### src/rtl/mem_port_arbiter.sv
// Single-outstanding memory port shared by instruction fetch and load/store.
// LSU has priority; a saturating starvation count forces an IFU grant.
module mem_port_arbiter #(
  parameter int AW         = 64,
  parameter int DW         = 64,
  parameter int STARVE_MAX = 4
) (
  input  logic              CLK,
  input  logic              RST,
  input  logic              flush,
  input  logic              ifu_req_valid,
  input  logic [AW-1:0]     ifu_req_addr,
  output logic              ifu_req_ready,
  output logic              ifu_rsp_valid,
  output logic [DW-1:0]     ifu_rsp_data,
  input  logic              lsu_req_valid,
  input  logic [AW-1:0]     lsu_req_addr,
  input  logic              lsu_req_wen,
  input  logic [DW-1:0]     lsu_req_wdata,
  input  logic [DW/8-1:0]   lsu_req_wstrb,
  output logic              lsu_req_ready,
  output logic              lsu_rsp_valid,
  output logic [DW-1:0]     lsu_rsp_data,
  output logic              mem_req_valid,
  input  logic              mem_req_ready,
  output logic [AW-1:0]     mem_req_addr,
  output logic              mem_req_wen,
  output logic [DW-1:0]     mem_req_wdata,
  output logic [DW/8-1:0]   mem_req_wstrb,
  input  logic              mem_rsp_valid,
  input  logic [DW-1:0]     mem_rsp_data,
  output logic              busy
);

  localparam int         SW         = DW / 8;
  localparam logic [3:0] STARVE_LIM = 4'(STARVE_MAX);

  typedef enum logic [1:0] {
    IDLE  = 2'd0,
    ISSUE = 2'd1,
    WAIT  = 2'd2
  } arbState_e;

  arbState_e       state_r;
  arbState_e       nextState_s;
  logic            owner_r;
  logic            drop_r;
  logic [3:0]      cnt_r;
  logic [3:0]      cntNext_s;
  logic [AW-1:0]   addr_r;
  logic            wen_r;
  logic [DW-1:0]   wdata_r;
  logic [SW-1:0]   wstrb_r;
  logic            ifuRspValid_r;
  logic [DW-1:0]   ifuRspData_r;
  logic            lsuRspValid_r;
  logic [DW-1:0]   lsuRspData_r;
  logic            ifuCand_s;
  logic            lsuCand_s;
  logic            grantIfu_s;
  logic            grantLsu_s;
  logic            dropSet_s;
  logic            ifuRspFire_s;
  logic            lsuRspFire_s;

  // Candidates are masked by reset so no accept handshake escapes during it.
  assign ifuCand_s = ifu_req_valid & ~flush & ~RST;
  assign lsuCand_s = lsu_req_valid & ~RST;

  // Next-state and grant decode
  always_comb begin
    nextState_s = state_r;
    grantIfu_s  = 1'b0;
    grantLsu_s  = 1'b0;
    case (state_r)
      IDLE: begin
        if (lsuCand_s && !(ifuCand_s && (cnt_r == STARVE_LIM))) begin
          grantLsu_s  = 1'b1;
          nextState_s = ISSUE;
        end else if (ifuCand_s) begin
          grantIfu_s  = 1'b1;
          nextState_s = ISSUE;
        end else begin
          nextState_s = IDLE;
        end
      end
      ISSUE: begin
        if (mem_req_ready) begin
          nextState_s = WAIT;
        end else begin
          nextState_s = ISSUE;
        end
      end
      WAIT: begin
        if (mem_rsp_valid) begin
          nextState_s = IDLE;
        end else begin
          nextState_s = WAIT;
        end
      end
      default: begin
        nextState_s = IDLE;
      end
    endcase
  end

  // Starvation count, flush-drop and response-fire decode
  always_comb begin
    cntNext_s = cnt_r;
    if (grantIfu_s) begin
      cntNext_s = 4'd0;
    end else if (grantLsu_s && ifuCand_s && (cnt_r != STARVE_LIM)) begin
      cntNext_s = cnt_r + 4'd1;
    end else begin
      cntNext_s = cnt_r;
    end
    dropSet_s    = (state_r != IDLE) & flush & ~owner_r;
    ifuRspFire_s = (state_r == WAIT) & mem_rsp_valid & ~owner_r & ~drop_r & ~flush;
    lsuRspFire_s = (state_r == WAIT) & mem_rsp_valid & owner_r;
  end

  // FSM state register
  always_ff @(posedge CLK) begin
    if (RST) begin
      state_r <= IDLE;
    end else begin
      state_r <= nextState_s;
    end
  end

  // Latched request, ownership, starvation count and response registers
  always_ff @(posedge CLK) begin
    if (RST) begin
      owner_r       <= 1'b0;
      drop_r        <= 1'b0;
      cnt_r         <= 4'd0;
      addr_r        <= {AW{1'b0}};
      wen_r         <= 1'b0;
      wdata_r       <= {DW{1'b0}};
      wstrb_r       <= {SW{1'b0}};
      ifuRspValid_r <= 1'b0;
      ifuRspData_r  <= {DW{1'b0}};
      lsuRspValid_r <= 1'b0;
      lsuRspData_r  <= {DW{1'b0}};
    end else begin
      cnt_r         <= cntNext_s;
      ifuRspValid_r <= ifuRspFire_s;
      lsuRspValid_r <= lsuRspFire_s;
      if (grantLsu_s) begin
        owner_r <= 1'b1;
        drop_r  <= 1'b0;
        addr_r  <= lsu_req_addr;
        wen_r   <= lsu_req_wen;
        wdata_r <= lsu_req_wdata;
        wstrb_r <= lsu_req_wstrb;
      end else if (grantIfu_s) begin
        owner_r <= 1'b0;
        drop_r  <= 1'b0;
        addr_r  <= ifu_req_addr;
        wen_r   <= 1'b0;
        wdata_r <= {DW{1'b0}};
        wstrb_r <= {SW{1'b0}};
      end else if (dropSet_s) begin
        drop_r <= 1'b1;
      end
      // Data is only updated on a delivered pulse so each port holds its last response.
      if (ifuRspFire_s) begin
        ifuRspData_r <= mem_rsp_data;
      end
      if (lsuRspFire_s) begin
        lsuRspData_r <= mem_rsp_data;
      end
    end
  end

  assign ifu_req_ready = grantIfu_s;
  assign lsu_req_ready = grantLsu_s;
  assign ifu_rsp_valid = ifuRspValid_r;
  assign ifu_rsp_data  = ifuRspData_r;
  assign lsu_rsp_valid = lsuRspValid_r;
  assign lsu_rsp_data  = lsuRspData_r;
  assign mem_req_valid = (state_r == ISSUE);
  assign mem_req_addr  = addr_r;
  assign mem_req_wen   = wen_r;
  assign mem_req_wdata = wdata_r;
  assign mem_req_wstrb = wstrb_r;
  assign busy          = (state_r != IDLE);

endmodule

### config.mk
export PLATFORM = sky130hd
export DESIGN_NAME = mem_port_arbiter
export DESIGN_NICKNAME = d
export VERILOG_FILES = /design/src/rtl/mem_port_arbiter.sv
export SDC_FILE = /design/constraint.sdc
export NUM_CORES = 1
export LEC_CHECK = 0
export ABC_AREA = 1
export ABC_CLOCK_PERIOD_IN_PS = 1900
export BUFFER_PORTS_ARGS = -buffer_cell sky130_fd_sc_hd__buf_2
export CORE_AREA = 5 5 205 207
export DETAILED_ROUTE_END_ITERATION = 8
export DIE_AREA = 0 0 210 212
export SYNTH_ARGS = -nofsm -noshare
export SYNTH_HDL_FRONTEND = slang
export SYNTH_SLANG_ARGS = --single-unit
### constraint.sdc
create_clock -name CLK -period 1.9 [get_ports CLK]
set_input_delay 0.095 -clock CLK [delete_from_list [all_inputs] [get_ports CLK]]
set_output_delay 0.095 -clock CLK [all_outputs]
set_load 0.05 [all_outputs]
==> metrics.md <==
| Metric | Value |
|---|---|
| Status | finished clean |
| WS Path Type | reg -> out |
| Dpl cells | ~2500 |
| Setup crit end kind | primary output |
| Layout Cells excl Fill | 2835 |
| Detail-routed via count per cell | between 4 and 5 |
| Ys flop type | dfxtp_1 |
| Critical R2R Launch | cnt_r[0]$_SDFFE_PP0P_ |
| Largest family of logic cells by synthesized area | simple AND/OR/NAND/NOR gates |
| Gp weighted congestion | between 0.9 and 1 |
| Area Growth Syn to Fin | 65.5% |
| Total power | 15.5 mW |
| Die width | 210 um |
| Critical Path Source | cnt_r[0]$_SDFFE_PP0P_ |
| Syn Inst Count | about 1500 |
| Dpl cell area | 14100 um2 |
| Peak VDD IR | 0.780 mV |
| Synth top area cells | dfxtp_1 50%, nand2_1 12%, nor2_1 11% |
| Commonest cells in the netlist | 347 x nand2_1, 324 x nor2_1, 275 x dfxtp_1 |
| First-pass GRT wire length | 69500 um |
| Total wirelength of the detailed-routed design | 45600 um |
| CP max stage cell | dfxtp_2 |
| Crit path launch type | register |
| Cts bufs inserted | 30 |
| Post-Synth Simple-Gate Area | between 30% and 40% |
| Clock root buffer | clkbuf_16 |
| Synth area leader | dfxtp_1 |
| Core ar. | roughly 40000 um2 |
| Max-Cap Viols | 0 |
| Vias | roughly 13000 |
| Vias in the first global route | around 13000 |
| Buf/Inv on CP | 3 |
| YS warnings | 0 |
| Most used cell, CP | nand2_2 |
| Crit-path cells | inv_2 > ha_4 > nand2_2 > nor2_2 > nand2_2 > nand2_1 > nand2_2 > inv_1 > buf_6 |
| XOR/XNOR share of the synthesized area | less than 1% |
| Clock Tree Buf Depth | 3 |
| Leakage power | around 8.5 nW |
| Area occupied by multi-input gates | between 4000 and 5000 um2 |
| Synth Area in Adders | less than 1% |
| Post-Syn Area | between 10000 and 15000 um2 |
| Post-synthesis compound-gate area fraction | roughly a tenth |
| FF+latch area | about 5500 um2 |
| Fin. Hold Viols | 0 |
| Max FO, Critical Path | 3 |
| Setup TNS | 0 ns |
| Share of layout cells above drive strength 1 | 29.6% |
| Worst-Margin Slew | slightly above 0.7 ns |
| Crit path DAT | around 1.7 ns |
| CP peak stage delay | roughly 0.33 ns |
| Die span in y | between 200 and 250 um |
| DP Wirelength | about 30000 um |
| Hold Startpoint | ifu_req_valid |
| Post-DRT Antenna Nets | 0 |
| Flop2flop setup slack | approximately 0.10 ns |
| #FFs+latches synth | 275 |
| Post-synth top area share | between 50% and 60% |
| Post-synth EDFFs | 0 |
| Worst EP required | 1.80 ns |
| Final design instance area without fill | around 18000 um2 |
| First drt pass iteration count | 8 |
| Remaining Overflow, GRT | 0 |
| Worst hold path type | in -> reg |
| Syn_nets | between 1500 and 2000 |
| DR iter-0 viols | between 900 and 1000 |
| Fin. max-slew vios | 0 |
| CP delay by family, top | simple AND/OR/NAND/NOR gates |
| Clock skew | 0.0229 ns |
| Avg Inst Size Synth | approximately 7.3 um2 |
| Most common cell in the netlist | nand2_1 |
| Synth async-reset ratio | 0% |
| Yosys cell types | 25 |
| IO Count | 543 |
| Fmax | between 500 and 600 MHz |
| Clk_lat worst skew | 0.56 ns |
| Final setup violation count | 0 |
| Die area | approximately 45000 um2 |
| Total GRT Usage | a little under a fifth |
| Fillcell total | 3863 |
| Initial Util | around 27% |
| DR DRC count | 0 |
| Largest net degree at the start of global routing | 142 |
| CTS H-tree lvls | 1 |
| Clk sink count | approximately 280 |
| Tcrit/Tclk final | 95.6% |
| CTS tree | done |
| Wire length per cell | around 16 um |
| Post-synthesis sequential area ratio | around 50% |
| Worst slew margin | 52.4% |
| Row Count | 74 |
| Final net count | ~2600 |
| Multiplexer share of the synthesized area | 0% |
| PD cells | approximately 860 nW/um2 |
| Initial antenna violation count | 1 |
| Post-route minimum period | roughly 1.8 ns |
| Clock Pin Slew Worst Setup and Hold Paths | ~0.060 ns |
| Count of input and output buffers | between 500 and 600 |
==> final cells by class <==
cell class,count,share of cell area [%]
Antenna cell,2,0.0277
Multi-Input combinational cell,1039,25.0
Clock buffer,44,5.07
Clock inverter,12,1.03
Tap cell,532,3.69
Inverter,79,1.71
Sequential cell,275,30.5
Timing Repair Buffer,852,33.0
==> state kept, by name, indices dropped and copies added, names as in the netlist <==
signal	cells
mem_req_wen	1
owner_r	1
mem_req_wdata	64
drop_r	1
ifu_rsp_data	64
mem_req_wstrb	8
lsu_rsp_valid	1
mem_req_addr	64
ifu_rsp_valid	1
state_r	2
lsu_rsp_data	64
cnt_r	4
==> path summary, 6_finish.rpt <==
path,cells after the start,endpoint
hold / removal,6,mem_req_addr[20]$_SDFFE_PP0P_
setup / recovery,9,ifu_req_ready
setup reg to reg,12,mem_req_addr[60]$_SDFFE_PP0P_
hold reg to reg,2,lsu_rsp_data[45]$_SDFFE_PP0P_
==> placed cells by master, fill, tap and decap left out <==
master / instances
a21oi_1: 135
a21oi_2: 10
buf_12: 16
buf_2: 539
buf_4: 27
buf_6: 1
bufbuf_16: 1
bufinv_16: 5
clkbuf_1: 4
clkbuf_16: 31
clkbuf_8: 9
clkinv_2: 8
dfxtp_1: 272
dfxtp_2: 3
diode_2: 2
dlygate4sd3_1: 268
ha_1: 1
ha_4: 1
inv_1: 71
inv_2: 5
inv_6: 2
nand2_1: 343
nand2_2: 16
nand2_8: 1
nand3_1: 131
nand3_2: 1
nand3_4: 1
nand4_1: 2
nor2_1: 323
nor2_2: 1
nor2_4: 2
nor3_1: 3
o21ai_0: 24
o21ai_1: 42
xor2_1: 2
==> routing by layer <==
layer	vias up	global-route usage, %	wire (um)
met1	5887	21.7	17500
met2	626	33.5	22200
met4	0	8.71	2210
li1	6290	-	-
met3	140	4.93	3730
met5	-	0	0
==> through the flow <==
| stage | setup slack [ns] | hold WS, ns | utilization, % |
|---|---|---|---|
| floorplan | 0.367 | 0.230 | - |
| global placement | 0.193 | 0.318 | 35.1 |
| detailed placement | 0.138 | 0.324 | 35.1 |
| CTS | 0.00823 | 0.0170 | 44.9 |
| global route | -0.0118 | 0.0885 | 44.9 |
| finish | 0.0839 | 0.0593 | 44.9 |
==> tightest hold or removal path, delay by kind of cell <==
family,cells,cell delay (ns)
and+or+nand+nor,3,0.21
buffers and inverters,2,0.16
AOI/OAI and AO/OA,1,0.11
==> kinds of logic (layout without fill, tap and decap cells) <==
family | count (synthesis) | in the layout
buf+inv | 187 | 987
xor+xnor | 2 | 2
flops | 275 | 275
simple gates | 824 | 824
fa+ha+maj | 2 | 2
compound gates | 211 | 211
other cells | 0 | 2
==> power by group <==
group          switching (mW)  leakage (nW)  internal [mW]  total (mW)
Combinational            1.87          5.76           1.10        2.96
Sequential              0.132          2.24           6.00        6.13
Clock                    2.40         0.550           3.99        6.39
==> what timing repair did <==
item	4_1_cts	5_1_grt
hold buffers	268	0
gates cloned	1	0
hold endpoints to repair	268	0
pin swaps	2	4
buffers inserted	5	2
resized for setup	16	2
setup endpoints to repair	2	3
No activity file was read; power rests on OpenSTA's default activity.
